$ cat config.mk
export PLATFORM = sky130hd
export DESIGN_NAME = sa_fifo_ctl_19x80
export DESIGN_NICKNAME = d
export VERILOG_FILES = /design/src/rtl/sa_fifo_ctl_19x80_pkg.sv /design/src/rtl/sa_fifo_ctl_19x80_rd_pipe.sv /design/src/rtl/sa_fifo_ctl_19x80.sv
export SDC_FILE = /design/constraint.sdc
export NUM_CORES = 1
export LEC_CHECK = 0
export BUFFER_PORTS_ARGS = -buffer_cell sky130_fd_sc_hd__buf_2
export CAP_MARGIN = 20
export CELL_PAD_IN_SITES_DETAIL_PLACEMENT = 0
export CELL_PAD_IN_SITES_GLOBAL_PLACEMENT = 1
export CORE_AREA = 2 2 163 165
export CTS_CLUSTER_SIZE = 24
export DETAILED_ROUTE_END_ITERATION = 10
export DIE_AREA = 0 0 165 167
export GPL_TIMING_DRIVEN = 1
export PLACE_DENSITY_LB_ADDON = 0.25
export SYNTH_ARGS = -nofsm -noshare
export SYNTH_HDL_FRONTEND = slang
export SYNTH_SLANG_ARGS = --single-unit
$ cat constraint.sdc
create_clock -name clk -period 2.9 [get_ports clk]
set_input_delay 0.29 -clock clk [delete_from_list [all_inputs] [get_ports clk]]
set_output_delay 0.29 -clock clk [all_outputs]
set_load 0.005 [all_outputs]
$ cat src/rtl/sa_fifo_ctl_19x80_pkg.sv
// Shared constants and types for the 19x80 systolic-array FIFO controller.
// Optional bypass is selected with the SA_FIFO_CTL_BYPASS_EN macro in the top.
package sa_fifo_ctl_pkg;

    localparam int DEPTH = 19;
    localparam int WIDTH = 80;
    localparam int AW    = 5;
    localparam int CW    = 5;

    typedef logic [AW-1:0] ptr_t;
    typedef logic [CW-1:0] cnt_t;

    // Pointers wrap from the last RAM slot straight back to 0.
    function automatic ptr_t ptr_inc(input ptr_t p);
        if (p == ptr_t'(DEPTH - 1)) begin
            return '0;
        end
        return p + ptr_t'(1);
    endfunction

endpackage

$ cat src/rtl/sa_fifo_ctl_19x80_rd_pipe.sv
// Two-stage read pipeline tracking: stage 1 = RAM read address latched,
// stage 2 = RAM output register holds data presented to the consumer.
module sa_fifo_rd_pipe (
    input  logic clk,
    input  logic rst,
    input  logic issue_ok,
    input  logic byp_req,
    input  logic rd_prdy,
    output logic s2_vld,
    output logic re,
    output logic ore,
    output logic pop,
    output logic s1_adv,
    output logic byp
);

    logic s1_vld;

    always_comb begin
        pop    = s2_vld & rd_prdy;
        s1_adv = s1_vld & (~s2_vld | rd_prdy);
        // Fall-through only when nothing older is in flight ahead of the write.
        byp    = byp_req & ~s1_vld & (~s2_vld | rd_prdy);
        // Holding re low while stage 1 stalls keeps the RAM's latched address.
        re     = ~rst & issue_ok & (~s1_vld | s1_adv);
        ore    = ~rst & (s1_adv | byp);
    end

    // Stage 1 / stage 2 valid registers
    always_ff @(posedge clk) begin
        if (rst) begin
            s1_vld <= 1'b0;
            s2_vld <= 1'b0;
        end else begin
            if (re) begin
                s1_vld <= 1'b1;
            end else if (s1_adv) begin
                s1_vld <= 1'b0;
            end
            s2_vld <= (s2_vld & ~pop) | ore;
        end
    end

endmodule

$ cat src/rtl/sa_fifo_ctl_19x80.sv
// Valid/ready FIFO controller driving a 19x80 RAM plus its output register as a
// 20-deep FIFO. Define SA_FIFO_CTL_BYPASS_EN for 1-cycle fall-through when empty.
module sa_fifo_ctl_19x80
    import sa_fifo_ctl_pkg::*;
(
    input  logic             clk,
    input  logic             rst,
    input  logic             wr_pvld,
    output logic             wr_prdy,
    input  logic [WIDTH-1:0] wr_pd,
    output logic             rd_pvld,
    input  logic             rd_prdy,
    output logic [WIDTH-1:0] rd_pd,
    output logic [AW-1:0]    ram_ra,
    output logic             ram_re,
    output logic             ram_ore,
    input  logic [WIDTH-1:0] ram_dout,
    output logic [AW-1:0]    ram_wa,
    output logic             ram_we,
    output logic [WIDTH-1:0] ram_di,
    output logic             ram_byp_sel,
    output logic [WIDTH-1:0] ram_dbyp,
    output cnt_t             fifo_cnt,
    output logic             idle
);

    ptr_t wr_ptr;
    ptr_t rd_ptr;
    cnt_t ram_cnt;
    cnt_t ram_cnt_next;
    cnt_t unissued;
    cnt_t unissued_next;
    logic wr_prdy_q;
    logic accept;
    logic ram_wr;
    logic byp_req;
    logic byp;
    logic s2_vld;
    logic pop;
    logic s1_adv;
    logic ore;
    logic re;

    assign wr_prdy = wr_prdy_q & ~rst;
    assign accept  = wr_pvld & wr_prdy;

`ifdef SA_FIFO_CTL_BYPASS_EN
    assign byp_req     = accept & (ram_cnt == '0);
    assign ram_byp_sel = byp;
    assign ram_dbyp    = wr_pd;
`else
    assign byp_req     = 1'b0;
    assign ram_byp_sel = 1'b0;
    assign ram_dbyp    = '0;
`endif

    sa_fifo_rd_pipe u_rd_pipe (
        .clk      (clk),
        .rst      (rst),
        .issue_ok (unissued != '0),
        .byp_req  (byp_req),
        .rd_prdy  (rd_prdy),
        .s2_vld   (s2_vld),
        .re       (re),
        .ore      (ore),
        .pop      (pop),
        .s1_adv   (s1_adv),
        .byp      (byp)
    );

    assign ram_wr  = accept & ~byp;
    assign ram_we  = ram_wr;
    assign ram_wa  = wr_ptr;
    assign ram_di  = wr_pd;
    assign ram_re  = re;
    assign ram_ra  = rd_ptr;
    assign ram_ore = ore;

    assign rd_pvld  = s2_vld;
    assign rd_pd    = ram_dout;
    assign fifo_cnt = ram_cnt + cnt_t'(s2_vld);
    assign idle     = (fifo_cnt == '0) & ~accept;

    // A RAM slot is released only once stage 2 has captured its data.
    always_comb begin
        ram_cnt_next = ram_cnt;
        case ({ram_wr, s1_adv})
            2'b10:   ram_cnt_next = ram_cnt + cnt_t'(1);
            2'b01:   ram_cnt_next = ram_cnt - cnt_t'(1);
            default: ram_cnt_next = ram_cnt;
        endcase
    end

    always_comb begin
        unissued_next = unissued;
        case ({ram_wr, re})
            2'b10:   unissued_next = unissued + cnt_t'(1);
            2'b01:   unissued_next = unissued - cnt_t'(1);
            default: unissued_next = unissued;
        endcase
    end

    // Pointer, occupancy and ready registers
    always_ff @(posedge clk) begin
        if (rst) begin
            wr_ptr    <= '0;
            rd_ptr    <= '0;
            ram_cnt   <= '0;
            unissued  <= '0;
            wr_prdy_q <= 1'b0;
        end else begin
            if (ram_wr) begin
                wr_ptr <= ptr_inc(wr_ptr);
            end
            if (re) begin
                rd_ptr <= ptr_inc(rd_ptr);
            end
            ram_cnt   <= ram_cnt_next;
            unissued  <= unissued_next;
            wr_prdy_q <= (ram_cnt_next < cnt_t'(DEPTH));
        end
    end

endmodule

==> impl_metrics.tcl, run 1 <==
set metrics [dict create \
    path_buf_inv 0 \
    hpwl_um 5700 \
    slowest_delay_ns 0.57 \
    period_needed_ns 2.70 \
    synthCells 401 \
    worst_skew_pair.late_latency_ns 0.27 \
    yosysTopAreaCell "buf_4" \
    cts_hold_buf 0 \
    die_w_um 165 \
    ys.warnings.count 0 \
    async_flop_share 0 \
    io_buffers 24 \
    setup-tns-final_ns 0 \
    cts_tree "done" \
    wl_met2_um 3420 \
    vias 1579 \
    synth_seq_cells 23 \
    diodes 0 \
    outcome "completed" \
    fin_worst_skew_ns 0.00824 \
    rows 59 \
    crit_top_cell "a21oi_1" \
    grt_pass1_vias 1380 \
    power-per-cell-area_nw_per_um2 709 \
    grt_max_degree 17 \
    viasPerCell 2.64 \
    numCtsBuffers 3 \
    crit_path_top_delay_cell "or4_4" \
    synthTopCellsByCount "buf_4, dfxtp_1, nor2_1, ha_1, a21oi_1" \
    io_pins 426 \
    met1Wirelength_um 2030 \
    ys_seq_area_frac 0.143 \
    cp_data_arrival_time_ns 2.91 \
    antenna_found_initial 1 \
    path_max_fanout 5 \
    overflow 0 \
    drt_iter0_drc 30 \
    cts_buffer_depth 2 \
    worst_slew_pin_slew_ns 0.533 \
    start_util 0.125 \
    drv_cap 0 \
    antenna_left 0 \
    routed.top_layer "met4" \
    endpoint_kind "flip-flop" \
    wirelength_um 6790 \
    cp.required_ns 3.11 \
    regArea_um2 460 \
    postCtsSetupRepairBufs 0 \
    fin_util 0.0900 \
    syn_area_per_cell_um2 8.03 \
    drv_slew 0 \
    yosys_most_used_dff "dfxtp_1" \
    cts-root-buf "clkbuf_16" \
    start_kind "flip-flop" \
    synth_most_common_cell "buf_4" \
    track_usage 0.0452 \
    gp_congestion 0.648 \
    worstSetupPathType "reg2reg" \
    core_area_um2 25800 \
    min_path_type "in2reg" \
    dieArea_um2 27600 \
    power_leakage_uw 0.00103 \
    cts_sinks 23 \
    ir_drop_mv 0.199 \
    rsz0062_at_grt "false" \
    drc 0 \
    multi_input_area_um2 1190 \
    htree_levels 1 \
    synth-edff-count 0 \
    worstPathCellList "or4_4, o21ai_4, nor2_1, ha_2, fa_1, a21o_1, a21oi_1, xor2_1, or3_1, a21oi_1" \
    nets 442 \
    finalSetupViolations 0 \
    synth_area_um2 3220 \
    synth_cell_type_count 46 \
    die_h_um 167 \
    wire_per_inst_um 11.4 \
    post-route-period-util 0.932 \
    hold_violations 0 \
    max_clock_freq_mhz 370 \
    synthTopCellsByArea "buf_4, dfxtp_1, ha_1, nor2_1, xnor2_1" \
    area_delta_synth_final_pct -28.0 \
    relSlewSlack 0.640 \
    path_clk_slew_ns 0.07 \
    drive_above_1_share 0.160 \
    synth.top_cell.area_share 0.565 \
    drt_first_pass_iters 4 \
    cp_top_family "simple AND/OR/NAND/NOR gates" \
    route.met3.wl_um 798 \
    grt_pass1_wl_um 9090 \
    final.fill_count 3036 \
    cts.repair.resized 0 \
]
-- power breakdown --
group	internal (µW)	leakage (µW)	switching [µW]	total, µW
sequential	389	0.000187	106	494
clock	188	0.0000371	139	326
combinational	380	0.000806	444	824
total	957	0.00103	688	1640
-- cell families (layout without fill, tap and decap cells) --
family,after synthesis,after routing,share of synthesized area
buffers and inverters,256,38,0.582
and+or+nand+nor,57,57,0.0953
AOI/OAI and AO/OA,29,29,0.0634
DFF,23,23,0.143
xor gates and xnor gates,18,18,0.0490
adders and majority gates,14,14,0.0568
muxes,3,3,0.00933
other,1,81,0.00117
-- cell usage in the layout, fill, tap and decap left out, types with 2 or more instances in the layout --
cell type / count
nor2_1: 22
conb_1: 81
o21a_1: 2
nor3_1: 6
dfxtp_1: 23
clkbuf_16: 3
ha_1: 12
a21o_1: 3
nor2b_1: 2
nand3_1: 3
buf_4: 3
nand3b_1: 2
nand2_1: 6
xnor2_1: 9
xor2_1: 9
nand4_1: 3
a21oi_1: 11
mux2i_1: 3
buf_2: 24
o21ai_0: 2
nand2b_1: 2
inv_1: 6
-- registers in the layout (all words and copies together) (netlist names) --
name	cells
ram_ra	5
ram_cnt	5
wr_prdy_q	1
unissued	5
ram_wa	5
u_rd_pipe.s1_vld	1
u_rd_pipe.s2_vld	1
-- path summary, 6_finish.rpt --
path | start | end | slack, ns | cells past startpoint
min | rd_prdy | u_rd_pipe.s2_vld | 0.35 | 3
max reg2reg | unissued[1] | unissued[4] | 0.20 | 10
max | unissued[1] | unissued[4] | 0.20 | 10
min reg2reg | u_rd_pipe.s1_vld | u_rd_pipe.s2_vld | 0.47 | 2
-- area by class of cell --
type | count | share of cell area
multi-input cells | 202 | 0.512
well taps | 335 | 0.181
flip-flops and latches | 23 | 0.199
repair buffers | 27 | 0.0615
inverters | 7 | 0.0113
clock inverters | 1 | 0.00324
clock buffers | 3 | 0.0324
-- through the flow --
stage / area [µm²] / setup WS [ns] / total power [µW] / hold WS [ns] / std cells
2_1_floorplan: 3520 / 0.101 / 1320 / 0.442 / 481
3_3_place_gp: 2230 / 0.139 / 1340 / 0.471 / 594
5_1_grt: 2320 / 0.0159 / 1810 / 0.370 / 598
4_1_cts: 2320 / 0.0975 / 1690 / 0.341 / 598
3_5_place_dp: 2230 / 0.111 / 1340 / 0.471 / 594
6_report: 2320 / 0.197 / 1640 / 0.347 / 598
-- worst register-to-register path, cell delays in order, from the launching register on --
cell     delay (ns)
dfxtp_1        0.35
or4_4          0.57
o21ai_4        0.14
nor2_1         0.07
ha_2           0.23
fa_1           0.41
a21o_1         0.17
a21oi_1        0.17
xor2_1         0.09
or3_1          0.30
a21oi_1        0.14
-- layer usage --
layer  track usage  vias to the layer above
li1              -                      677
met1        0.0368                      708
met2        0.0797                      135
met3        0.0199                       59
met4        0.0420                        0
met5             0                        -
No activity file was read; power rests on OpenSTA's default activity.
==> run 2, diff against run 1 <==
Settings changed: RECOVER_POWER set to 50, REMOVE_ABC_BUFFERS set to 1.
==> run 2 against run 1 <==
Compared with the run above:
- largest power group unchanged
- final cell count did not move
- fmax fell by 1.3%
- sequential share of layout area did not move
- critical endpoint unchanged
- flip-flop and latch count did not move
- non-clock buffer count did not move
==> impl_metrics.tcl, run 2 (synthesis gave the netlist of run 1 again) <==
set metrics [dict create \
    worstSetupPathType "reg2reg" \
    cts.repair.resized 0 \
    period_needed_ns 2.74 \
    fin_worst_skew_ns 0.00776 \
    post-route-period-util 0.944 \
    die_w_um 165 \
    numCtsBuffers 3 \
    drive_above_1_share 0.160 \
    layout_commonest_cell "conb_1" \
    nets 442 \
    endpoint_kind "flip-flop" \
    power-per-cell-area_nw_per_um2 715 \
    cp.required_ns 3.11 \
    place_ws_ns 0.118 \
    io_buffers 24 \
    setup-tns-final_ns 0 \
    io_pins 426 \
    drc 0 \
    track_usage 0.235 \
    htree_levels 1 \
    core_area_um2 25800 \
    wire_per_inst_um 56.1 \
    wirelength_um 33500 \
    layout_common_cells "conb_1, buf_2, dfxtp_1, nor2_1, ha_1" \
    cts_hold_buf 0 \
    max_clock_freq_mhz 365 \
    rows 59 \
    die_h_um 167 \
    postCtsSetupRepairBufs 0 \
    grt_pass1_wl_um 36700 \
    cp_data_arrival_time_ns 2.95 \
    antenna_found_initial 1 \
    fin_cells 598 \
    drt_first_pass_iters 4 \
    rsz0062_at_grt "false" \
    start_kind "flip-flop" \
    vias 1851 \
    overflow 0 \
    worst_skew_pair.late_latency_ns 0.27 \
    hold_slack_ns 0.353 \
    diodes 0 \
    drv_slew 0 \
    area_delta_synth_final_pct -28.0 \
    grt_pass1_vias 1513 \
    start_util 0.125 \
    drt_iter0_drc 119 \
    antenna_left 0 \
    path_clk_slew_ns 0.07 \
    finalSetupViolations 0 \
    grt_max_degree 17 \
    dp_cells 594 \
    ir_drop_mv 0.191 \
    setup_slack_ns 0.161 \
    path_max_fanout 5 \
    min_path_type "in2reg" \
    final.fill_count 3023 \
    hold_violations 0 \
    cts_sinks 23 \
    outcome "completed" \
    cts_tree "done" \
    viasPerCell 3.10 \
    cts-root-buf "clkbuf_16" \
    gp_congestion 0.895 \
    dieArea_um2 27600 \
    drv_cap 0 \
    cts_buffer_depth 2 \
    power_leakage_uw 0.00103 \
    hpwl_um 32500 \
]
[run 2: cell counts in the layout (fill, tap and decap cells not counted)]
No cell type changed its count.
[run 2: worst paths after layout]
path	cells past startpoint	slack, ns	endpoint	from
max	10	0.16	unissued[4]	unissued[1]
min	3	0.35	u_rd_pipe.s2_vld	rd_prdy
min reg2reg	2	0.48	u_rd_pipe.s2_vld	u_rd_pipe.s1_vld
max reg2reg	10	0.16	unissued[4]	unissued[1]
[run 2: final cells by class]
type,count,area (µm²),share of cell area
Tap cell,335,419,0.181
Inverter,7,26.3,0.0113
Clock buffer,3,75.1,0.0324
Multi-Input combinational cell,202,1190,0.512
Sequential cell,23,460,0.199
Timing Repair Buffer,27,143,0.0615
Clock inverter,1,7.51,0.00324
[run 2: stage by stage]
step	area (µm²)	power, µW	utilization
floorplan	1670	1050	-
global placement	2230	1320	0.0867
CTS	2320	1660	0.0899
detailed placement	2230	1330	0.0867
finish	2320	1660	0.0900
global route	2320	1780	0.0900
[run 2: layer usage]
metal | up-vias | track usage | routed length [µm]
met2 | 369 | 0.497 | 19900
met3 | 34 | 0.300 | 9100
met1 | 767 | 0.0575 | 2990
met4 | 6 | 0.0669 | 1260
li1 | 675 | - | -
met5 | - | 0.0745 | 283
[run 2: where the power goes]
| part | leakage, µW | switching, µW | internal [µW] |
|---|---|---|---|
| registers | 0.000187 | 111 | 389 |
| logic | 0.000806 | 449 | 382 |
| clock network | 0.0000371 | 138 | 188 |
[run 2: critical path: stages, from the launching register on]
cell     delay, ns
dfxtp_1       0.36
or4_4         0.58
o21ai_4       0.15
nor2_1        0.07
ha_2          0.23
fa_1          0.42
a21o_1        0.17
a21oi_1       0.16
xor2_1        0.09
or3_1         0.31
a21oi_1       0.14
==> run 3, diff against run 2 <==
Settings changed: ABC_AREA set to 1, CORE_AREA 2 2 163 165 to 2 2 164 166, DIE_AREA 0 0 165 167 to 0 0 166 168.
==> run 3 against run 2 <==
Compared with the run above:
- global-route usage down 0.089 points
- utilization down 0.053 points
- die area up 1.2%
- clock-buffer cell count unchanged
- design area up 1.7%
- clock skew down 0.0062 ns
- worst hold slack worse by 0.022 ns
- critical endpoint unchanged
==> impl_metrics.tcl, run 3 <==
set metrics [dict create \
    dpl-instance-area_um2 2280 \
    drv_slew 0 \
    drive_above_1_share 0.123 \
    viasPerCell 3.07 \
    wire_per_inst_um 52.5 \
    cts_buffer_depth 2 \
    start_kind "flip-flop" \
    wirelength_um 34100 \
    synthTopCellsByArea "buf_4, dfxtp_1, ha_1, nand2_1, inv_1" \
    layout_common_cells "conb_1, nand2_1, inv_1, nor2_1, buf_2" \
    die_h_um 168 \
    rows 60 \
    track_usage 0.234 \
    fin_cells 649 \
    synth_cell_type_count 34 \
    timing.rr.end "unissued[4]" \
    grt_max_degree 14 \
    area_delta_synth_final_pct -27.5 \
    cts_hold_buf 0 \
    rsz0062_at_grt "false" \
    cp.required_ns 3.11 \
    ir_drop_mv 0.187 \
    dp_cells 645 \
    min_path_cells 4 \
    diodes 0 \
    yosysTopAreaCell "buf_4" \
    cts_tree "done" \
    synth-edff-count 0 \
    synth_seq_cells 23 \
    gp_congestion 0.943 \
    ys.warnings.count 0 \
    dieArea_um2 27900 \
    start_util 0.123 \
    final_area_um2 2360 \
    endpoint_kind "flip-flop" \
    cp_data_arrival_time_ns 2.84 \
    path_max_fanout 7 \
    grt_pass1_vias 1673 \
    core_area_um2 26400 \
    rr_startpoint "unissued[0]" \
    synth_most_common_cell "buf_4" \
    overflow 0 \
    yosys_most_used_dff "dfxtp_1" \
    vias 1993 \
    synthCells 444 \
    reg2reg_slack_ns 0.27 \
    worstRegToRegCells 13 \
    hpwl_um 33000 \
    finalSetupViolations 0 \
    cts_sinks 23 \
    cts.repair.resized 0 \
    hold_violations 0 \
    ys_seq_area_frac 0.142 \
    io_buffers 24 \
    path_clk_slew_ns 0.07 \
    power_leakage_uw 0.00114 \
    outcome "completed" \
    hp-start "rd_prdy" \
    grt_pass1_wl_um 37900 \
    antenna_left 0 \
    period_needed_ns 2.63 \
    worst_skew_pair.late_latency_ns 0.26 \
    layout_commonest_cell "conb_1" \
    synth.top_cell.area_share 0.557 \
    async_flop_share 0 \
    drt_first_pass_iters 4 \
    die_w_um 166 \
    antenna_found_initial 0 \
    cts-root-buf "clkbuf_16" \
    max_clock_freq_mhz 380 \
    postCtsSetupRepairBufs 0 \
    io_pins 426 \
    htree_levels 1 \
    drc 0 \
    power-per-cell-area_nw_per_um2 585 \
    post-route-period-util 0.908 \
    numCtsBuffers 3 \
    min_path_type "in2reg" \
    fin_worst_skew_ns 0.00152 \
    whs_endpoint "u_rd_pipe.s2_vld" \
    drv_cap 0 \
    synth_area_um2 3250 \
    drt_iter0_drc 76 \
    worstSetupPathType "reg2reg" \
    synthTopCellsByCount "buf_4, nand2_1, inv_1, nor2_1, dfxtp_1" \
    syn_area_per_cell_um2 7.32 \
    nets 487 \
    setup-tns-final_ns 0 \
]
run 3: worst max path at each step:
stage	start	end
finish	unissued[0]	unissued[4]
global route	unissued[0]	unissued[4]
CTS	unissued[0]	unissued[4]
detailed placement	unissued[0]	unissued[4]
global placement	unissued[0]	unissued[4]
floorplan	unissued[0]	unissued[4]
run 3: layer usage:
metal,vias up,share of wire,track usage
met4,2,0.049,0.0915
met3,46,0.29,0.324
met5,-,0.0033,0.0278
met1,780,0.067,0.0423
met2,384,0.59,0.496
li1,781,-,-
run 3: power by group:
part | switching (µW) | total, µW | leakage, µW | internal [µW]
clock | 138 | 324 | 0.0000409 | 186
combinational | 368 | 595 | 0.000915 | 227
sequential | 82.0 | 460 | 0.000188 | 378
run 3: through the flow:
step	hold slack (ns)	total power (µW)	setup slack (ns)	utilization
after floorplan	0.359	863	0.693	-
after global placement	0.502	1060	0.283	0.0864
after detailed placement	0.515	1060	0.318	0.0864
after CTS	0.334	1390	0.301	0.0895
after global routing	0.354	1500	0.0872	0.0895
final	0.330	1380	0.267	0.0895
run 3: cells by family after synthesis:
family,share of synthesized area
mux,0.00308
other cells,0.00115
flops,0.142
compound gates,0.0500
simple gates,0.128
buf+inv,0.598
xor+xnor,0.0216
fa+ha+maj,0.0562
run 3: final cells by class:
type | instances | area (µm²)
clock buffer | 3 | 75.1
clock inverter | 1 | 5.00
fill | 3104 | 24000
inverter | 31 | 116
multi-input combinational | 225 | 1150
sequential | 23 | 460
tap | 341 | 427
timing repair buffer | 25 | 128
run 3: critical path, stage by stage, from the launching register on:
cell and delay [ns]:
dfxtp_1 0.37, nor2_1 0.14, nand3_1 0.13, o21ai_4 0.30, inv_1 0.20, ha_1 0.34
fa_1 0.43, a21oi_1 0.15, nor2_1 0.06, o21ai_0 0.15, nand3b_1 0.11, nand2_1 0.07
nand2_1 0.05, nor2_1 0.08
